**src/rtl/mac_mul_negator_pipe.sv**
```systemverilog
// mac_mul_negator_pipe
// Two-stage valid/ready pipeline that turns packed A/B operand lanes into
// unsigned magnitudes for the unsigned multiplier array. Lanes are grouped
// into 1/2/4-lane operands by cfg[1:0]. Each group reports whether its
// product is negative. cfg travels with every beat, so the mode can change
// on any beat.
//
// cfg[3]   : signed operands
// cfg[2]   : mac/mul select, carried through untouched
// cfg[1:0] : 00 single, 01 dual, 10 quad, 11 single
module mac_mul_negator_pipe #(
  parameter int MAC_CONF_WIDTH = 4,
  parameter int MAC_MIN_WIDTH  = 8,
  parameter int NUM_LANES      = 4
) (
  input  logic                               clk,
  input  logic                               rst,
  input  logic                               en,
  input  logic [MAC_CONF_WIDTH-1:0]          cfg,
  input  logic                               in_valid,
  output logic                               in_ready,
  input  logic [NUM_LANES*MAC_MIN_WIDTH-1:0] A_in,
  input  logic [NUM_LANES*MAC_MIN_WIDTH-1:0] B_in,
  output logic                               out_valid,
  input  logic                               out_ready,
  output logic [NUM_LANES*MAC_MIN_WIDTH-1:0] A_out,
  output logic [NUM_LANES*MAC_MIN_WIDTH-1:0] B_out,
  output logic [NUM_LANES-1:0]               neg_out,
  output logic [MAC_CONF_WIDTH-1:0]          cfg_out
);

  localparam int W  = MAC_MIN_WIDTH;
  localparam int N  = NUM_LANES;
  localparam int DW = N * W;

  // Stage 1: raw operands and their cfg
  logic                      s1_v_q, s1_v_d;
  logic [DW-1:0]             s1_a_q, s1_a_d;
  logic [DW-1:0]             s1_b_q, s1_b_d;
  logic [MAC_CONF_WIDTH-1:0] s1_cfg_q, s1_cfg_d;

  // Stage 2: magnitudes, product signs and cfg as presented downstream
  logic                      s2_v_q, s2_v_d;
  logic [DW-1:0]             s2_a_q, s2_a_d;
  logic [DW-1:0]             s2_b_q, s2_b_d;
  logic [N-1:0]              s2_neg_q, s2_neg_d;
  logic [MAC_CONF_WIDTH-1:0] s2_cfg_q, s2_cfg_d;

  logic          s1_adv, s2_adv;
  logic          signed_en;
  logic [1:0]    mode;
  logic [DW-1:0] mag_a, mag_b;
  logic [N-1:0]  neg_c;

  // Combinational ready chain, no skid buffer: a stage may load when it is
  // empty or when the stage after it is draining in the same cycle.
  assign s2_adv   = en & (~s2_v_q | out_ready);
  assign s1_adv   = en & (~s1_v_q | s2_adv);
  assign in_ready = s1_adv;

  assign signed_en = s1_cfg_q[3];
  assign mode      = s1_cfg_q[1:0];

  for (genvar i = 0; i < N; i++) begin : g_lane
    logic         lo;
    logic         sign_a, sign_b;
    logic         prev_a, prev_b;
    logic         cin_a, cin_b;
    logic         cout_a, cout_b;
    logic [W:0]   sum_a, sum_b;

    // The bottom lane has no lane below it; every other lane may chain from
    // its neighbour unless it starts a new group.
    if (i == 0) begin : g_base
      assign prev_a = 1'b1;
      assign prev_b = 1'b1;
    end else begin : g_link
      assign prev_a = g_lane[i-1].cout_a;
      assign prev_b = g_lane[i-1].cout_b;
    end

    // Per-lane negation slice: group sign from the group's top lane, +1 at the group base
    always_comb begin
      lo     = 1'b1;
      sign_a = s1_a_q[i*W + W-1];
      sign_b = s1_b_q[i*W + W-1];
      case (mode)
        2'b01: begin
          lo     = ((i % 2) == 0);
          sign_a = s1_a_q[(i | 1)*W + W-1];
          sign_b = s1_b_q[(i | 1)*W + W-1];
        end
        2'b10: begin
          lo     = ((i % 4) == 0);
          sign_a = s1_a_q[(i | 3)*W + W-1];
          sign_b = s1_b_q[(i | 3)*W + W-1];
        end
        default: ;
      endcase
      cin_a  = lo | prev_a;
      cin_b  = lo | prev_b;
      sum_a  = {1'b0, ~s1_a_q[i*W +: W]} + {{W{1'b0}}, cin_a};
      sum_b  = {1'b0, ~s1_b_q[i*W +: W]} + {{W{1'b0}}, cin_b};
      cout_a = sum_a[W];
      cout_b = sum_b[W];
    end

    // The most-negative value negates to itself, which is already the
    // correct unsigned magnitude, so no saturation is applied.
    assign mag_a[i*W +: W] = (signed_en & sign_a) ? sum_a[W-1:0] : s1_a_q[i*W +: W];
    assign mag_b[i*W +: W] = (signed_en & sign_b) ? sum_b[W-1:0] : s1_b_q[i*W +: W];
    assign neg_c[i]        = signed_en & (sign_a ^ sign_b);
  end

  // Next-state for both stages; data only moves when its stage advances
  always_comb begin
    s1_v_d   = s1_v_q;
    s1_a_d   = s1_a_q;
    s1_b_d   = s1_b_q;
    s1_cfg_d = s1_cfg_q;
    s2_v_d   = s2_v_q;
    s2_a_d   = s2_a_q;
    s2_b_d   = s2_b_q;
    s2_neg_d = s2_neg_q;
    s2_cfg_d = s2_cfg_q;

    if (s1_adv) begin
      s1_v_d = in_valid;
      if (in_valid) begin
        s1_a_d   = A_in;
        s1_b_d   = B_in;
        s1_cfg_d = cfg;
      end
    end

    if (s2_adv) begin
      s2_v_d = s1_v_q;
      if (s1_v_q) begin
        s2_a_d   = mag_a;
        s2_b_d   = mag_b;
        s2_neg_d = neg_c;
        s2_cfg_d = s1_cfg_q;
      end
    end
  end

  // Pipeline registers; reset clears everything so no stale beat can escape
  always_ff @(posedge clk) begin
    if (rst) begin
      s1_v_q   <= 1'b0;
      s1_a_q   <= '0;
      s1_b_q   <= '0;
      s1_cfg_q <= '0;
      s2_v_q   <= 1'b0;
      s2_a_q   <= '0;
      s2_b_q   <= '0;
      s2_neg_q <= '0;
      s2_cfg_q <= '0;
    end else begin
      s1_v_q   <= s1_v_d;
      s1_a_q   <= s1_a_d;
      s1_b_q   <= s1_b_d;
      s1_cfg_q <= s1_cfg_d;
      s2_v_q   <= s2_v_d;
      s2_a_q   <= s2_a_d;
      s2_b_q   <= s2_b_d;
      s2_neg_q <= s2_neg_d;
      s2_cfg_q <= s2_cfg_d;
    end
  end

  assign out_valid = s2_v_q;
  assign A_out     = s2_a_q;
  assign B_out     = s2_b_q;
  assign neg_out   = s2_neg_q;
  assign cfg_out   = s2_cfg_q;

endmodule

```
**config.mk**
```make
export PLATFORM = sky130hd
export DESIGN_NAME = mac_mul_negator_pipe
export DESIGN_NICKNAME = d
export VERILOG_FILES = /design/src/rtl/mac_mul_negator_pipe.sv
export SDC_FILE = /design/constraint.sdc
export NUM_CORES = 1
export LEC_CHECK = 0
export BUFFER_PORTS_ARGS = -buffer_cell sky130_fd_sc_hd__buf_2
export CAP_MARGIN = 25
export CORE_MARGIN = 3
export CORE_UTILIZATION = 34
export CTS_BUF_LIST = sky130_fd_sc_hd__clkbuf_4 sky130_fd_sc_hd__clkbuf_8 sky130_fd_sc_hd__clkbuf_16
export CTS_CLUSTER_DIAMETER = 40
export DETAILED_ROUTE_END_ITERATION = 12
export PLACE_DENSITY = 0.63
export SLEW_MARGIN = 20
export SYNTH_ARGS = -nofsm -noshare
export SYNTH_HDL_FRONTEND = slang
export SYNTH_SLANG_ARGS = --single-unit
```
**constraint.sdc**
```tcl
create_clock -name clk -period 9.56 [get_ports clk]
set_input_delay 0.956 -clock clk [delete_from_list [all_inputs] [get_ports clk]]
set_output_delay 0.956 -clock clk [all_outputs]
set_load 0.1 [all_outputs]
```
Word-level counts from Yosys, hierarchy flattened
Cells that the tools add are included.

word-level totals
  output and inout bits = 74
  word-level logic and storage cells = 74
  register bits = 142
  input port bits = 73

operators by class
  eq/ne operators = 2
  reduce and logical (&&, ||, !) cells = 3
  bitwise gates (word level) = 36
  $add $sub $neg = 8
  multiplexer cells = 16

operators by type and width
  kind                                                                    number
  8-bit two-way mux                                                       8
  8-bit inverter                                                          8
  8-bit by 1-bit adder with 9-bit output                                  4
  8-bit by 1-bit adder with 9-bit output (second input constant)          2
  8-bit by 1-bit adder with 8-bit output                                  2
  1-bit AND                                                               14
  1-bit bitwise OR                                                        8
  1-bit two-way mux                                                       6
  1-bit one-hot mux with 2 select lines                                   2
  2-bit AND reduction                                                     2
  1-bit bitwise XOR                                                       4
  2-bit by 1-bit equality test with 1-bit output (second input constant)  1
  2-bit equality test (second input constant)                             1
  1-bit inverter                                                          2
  2-bit OR reduction                                                      1

Longest topological paths before layout
  depth in word-level cells = 10
  depth in mapped cells = 20
  gate-level depth less buffers = 20

Least setup slack after synthesis
No wires, ideal clock.

  path type = reg-to-reg
  from = register s1_b_q[1]
  to = register s2_b_q[29] (netlist: B_out[29])
  data required time = 9,474 ps
  cell stages (with the launch flop) = 21
  period minus slack after synthesis = 4,295 ps
  setup slack = 5,265 ps
  buffers on the path = 0
  setup time = 86 ps
  arrival time = 4,210 ps
  path through = dfxtp_1 inv_1 ha_1 or3b_1 nor3_1 nand2_1 nand2_1 ha_1 ha_1 nor3b_1 nand2_1 o31ai_1 ha_1 ha_1 or3b_2 o41ai_1 ha_1 nor3b_1 a21oi_1 xnor2_1 a211oi_1

on the way
  word-level cells in the longest chain between the ends = 9

RTL lines
  what                                    RTL line  source
  from (decl)                             39        logic [DW-1:0] s1_b_q, s1_b_d;
  from (signal assigned)                  152       s1_b_q <= '0;
  from (signal assigned)                  162       s1_b_q <= s1_b_d;
  8-bit inverter                          103       sum_b = {1'b0, ~s1_b_q[i*W +: W]} + {{W{1'b0}}, cin_b};
  8-bit by 1-bit adder with 9-bit output  103
  1-bit bitwise OR                        101       cin_b = lo | prev_b;
  8-bit by 1-bit adder with 9-bit output  103
  1-bit bitwise OR                        101
  8-bit by 1-bit adder with 9-bit output  103
  1-bit bitwise OR                        101
  8-bit by 1-bit adder with 8-bit output  103
  8-bit two-way mux                       111       assign mag_b[i*W +: W] = (signed_en & sign_b) ? sum_b[W-1:0] : s1_b_q[i*W +: W];
  to (signal assigned)                    156       s2_b_q <= '0;
  to (signal assigned)                    166       s2_b_q <= s2_b_d;
  to (decl)                               45        logic [DW-1:0] s2_b_q, s2_b_d;

No other way between the ends.
A chain may end at the register's enable or synchronous reset.

Worst setup path after layout
  from = register s1_b_q[0]
  to = register s2_b_q[30] (netlist: B_out[30])

The elaborated chain is that of the path after synthesis.

==> results.toml <==
[synth]
synth_edf_count = 0
yosysWarnings = 0
ys.flop_type = "dfxtp_1"
synth_top_area_cell = "dfxtp_1"
syn_area_per_cell_sq_um = 8.09
synth_cells = 810
ys_seq_elements = 142
synth_area_leaders = "dfxtp_1 43%, nand2_1 10%, a21oi_1 7.0%"
ys_types = 48
async_flop_share_pct = 0
syn-num-nets = 899
yosysTopAreaCellShare_pct = 43.4
yosysSeqAreaShare_pct = 43.4
synth_area_sq_um = 6550

[timing]
drv_slew = 0
setup_ws_ns = 4.61
post-route-min-period_ns = 4.95
fin_crit_sh_pct = 51.8
tightest_slew_ns = 0.729
clock_skew_ns = 0.00972
slew_headroom_pct = 51.4
max_freq_mhz = 202
rsz0062_at_grt = "no"
setup_viol = 0
hold_viol = 0
tns_ns = 0

[place]
place_area_sq_um = 7420
gp_congestion = 0.781
dp_slack_ns = 4.62
io_buffers = 146
dpl.hpwl_microns = 12200

[routing]
first_iter_violations = 246
post_drt_wl_per_cell_microns = 14.7
drtPass1Iterations = 7
antenna_left = 0
via_per_inst = 4.93
vias = 5911
routed_wl_microns = 17700
drc = 0

[layout]
final_nets = 1014
diodes = 0
drive_above_1_share_pct = 22.0
final_cell_mix = "174 x nand2_1, 145 x buf_2, 142 x dfxtp_1"
finalInstanceArea_sq_um = 8080
final_util_pct = 42.9
layout_commonest_cell = "nand2_1"
syn_to_final_growth_pct = 23.3

[critical_path]
r2r_slack_ns = 4.61
ff2ff_path_depth = 20
r2r_end = "B_out[30]$_SDFFE_PP0P_"
crit_type = "flip-flop to flip-flop"
start_kind = "flip-flop"
rr_startpoint = "s1_b_q[0]$_SDFFE_PP0P_"
startpoint = "s1_b_q[0]$_SDFFE_PP0P_"
worstSetupEndpointType = "flip-flop"
worstPathRequired_ns = 9.89
crit_path_max_fanout = 6
critPathCapture = "B_out[30]$_SDFFE_PP0P_"
arrival_ns = 5.28

[global_route]
antenna_found_initial = 1
grt_pass1_vias = 5325
grt_pass1_wl_microns = 27800
grt_max_degree = 103
grt_remaining_overflow = 0
gr-usage-all-layers_pct = 17.0

[die]
ioPinCount = 147
coreArea_sq_um = 18800
die_area_sq_um = 21000
fp.dieH_microns = 145
rows = 50
start_util_pct = 34.8
fp.dieW_microns = 145

[clocking]
clock_latency_ns = 0.42
clk_pin_slew_worst_paths_ns = 0.06
hold_buffers = 0
cts_buffers = 17
cts_tree = "done"
cts.repair.resized = 0
cts.sinks = 142
cts_buffer_depth = 2
cts.htree.levels = 4
post_cts_buffers = 0
root_buffer = "clkbuf_16"

[power_and_ir_drop]
power.leakage_nw = 3.09
peakVddDrop_mv = 0.126
power.density_nw_per_um2 = 197

[run_status]
status = "complete, no violations"

[worst_hold_path]
worst_hold_path_type = "flip-flop to flip-flop"

[job]
cap_violations = 0
[layer usage]
metal	vias up	part of all wire (%)	global-route usage, %
li1	3027	-	-
met4	2	1.4	5.74
met5	-	0.040	0
met2	133	46	27.2
met1	2730	47	22.6
met3	19	5.0	3.84
[metrics by stage]
stage | total power, mW | hold WS [ns] | std cells
global placement | 0.891 | 0.439 | 1165
detailed placement | 0.893 | 0.444 | 1165
CTS | 1.61 | 0.453 | 1197
floorplan | 0.836 | 0.432 | 810
global route | 1.66 | 0.471 | 1198
finish | 1.59 | 0.448 | 1198
[cell type report]
cell class                      instances  area (sq um)
Fill cell                            1958         10700
Clock buffer                           21           474
Tap cell                              260           325
Multi-Input combinational cell        584          3380
Clock inverter                         11           163
Sequential cell                       142          2840
Inverter                               27           101
Timing Repair Buffer                  153           798
[sequential cells by signal (all words and copies together) (netlist names)]
| name | flops |
|---|---|
| A_out | 32 |
| B_out | 32 |
| s1_a_q | 32 |
| s1_b_q | 32 |
| cfg_out | 4 |
| neg_out | 4 |
| s1_cfg_q | 4 |
| out_valid | 1 |
| s1_v_q | 1 |
[synthesized netlist by cell type, types with 2 or more instances]
library cell	count
buf_1	3
or2_2	2
or3b_2	2
o311ai_0	2
nor2b_1	3
nand2b_1	5
dfxtp_1	142
o41ai_1	2
nor3b_1	6
a221o_2	2
o21ai_0	8
a311oi_1	16
nor3_1	13
ha_1	16
nor4_2	3
a211oi_2	2
nand3_2	2
nand4_1	2
mux2i_2	2
nand2_1	174
buf_2	19
xor2_1	14
o211ai_1	6
a211oi_1	50
clkbuf_1	33
nor2_1	75
nand3_1	12
or4_1	3
inv_1	26
or3_1	10
nor4_1	2
a21oi_1	91
nand3b_1	4
or3b_1	2
mux2_2	2
buf_4	2
or4b_1	2
a221oi_1	2
o31ai_1	2
xnor2_1	29
mux2i_1	8
nor4b_1	3
[cells by family (layout without fill, tap and decap cells)]
group / after synthesis / in the layout / share of synthesized area (%)
AOI/OAI and AO/OA: 185 / 185 / 18.1
xor gates and xnor gates: 43 / 43 / 5.75
buffers and inverters: 84 / 212 / 5.29
DFF: 142 / 142 / 43.4
muxes: 12 / 12 / 1.99
adders and majority gates: 16 / 16 / 3.06
and+or+nand+nor: 328 / 328 / 22.4
[worst max-delay path, stage by stage, from the launching register on]
cell and delay, ns:
dfxtp_1 0.35, inv_1 0.08, ha_1 0.15, or3b_1 0.37, nor3_1 0.24, nand2_1 0.08, nand2_1 0.07, ha_1 0.19
ha_1 0.17, nor3b_1 0.33, nand2_1 0.09, o31ai_1 0.23, ha_1 0.26, ha_1 0.18, or3b_2 0.49, o41ai_1 0.47
ha_1 0.25, nor3b_1 0.34, a21oi_1 0.14, xnor2_1 0.14, a211oi_1 0.25
[how the worst min path moves through the flow]
stage                                         from                      end  slack, ns  depth (start not counted)
after floorplan           s1_cfg_q[2]$_SDFFE_PP0P_  cfg_out[2]$_SDFFE_PP0P_       0.43                          2
after global placement     neg_out[3]$_SDFFE_PP0P_  neg_out[3]$_SDFFE_PP0P_       0.44                          2
after detailed placement   neg_out[3]$_SDFFE_PP0P_  neg_out[3]$_SDFFE_PP0P_       0.44                          2
after CTS                  neg_out[3]$_SDFFE_PP0P_  neg_out[3]$_SDFFE_PP0P_       0.45                          2
after global routing       neg_out[2]$_SDFFE_PP0P_  neg_out[2]$_SDFFE_PP0P_       0.47                          2
final                      neg_out[3]$_SDFFE_PP0P_  neg_out[3]$_SDFFE_PP0P_       0.45                          2
[power breakdown]
group | switching (mW) | total [mW] | internal, mW
Sequential | 0.0244 | 0.641 | 0.617
Clock | 0.253 | 0.712 | 0.458
Combinational | 0.173 | 0.239 | 0.0664
Total | 0.451 | 1.59 | 1.14
No activity file was read; power rests on OpenSTA's default activity.
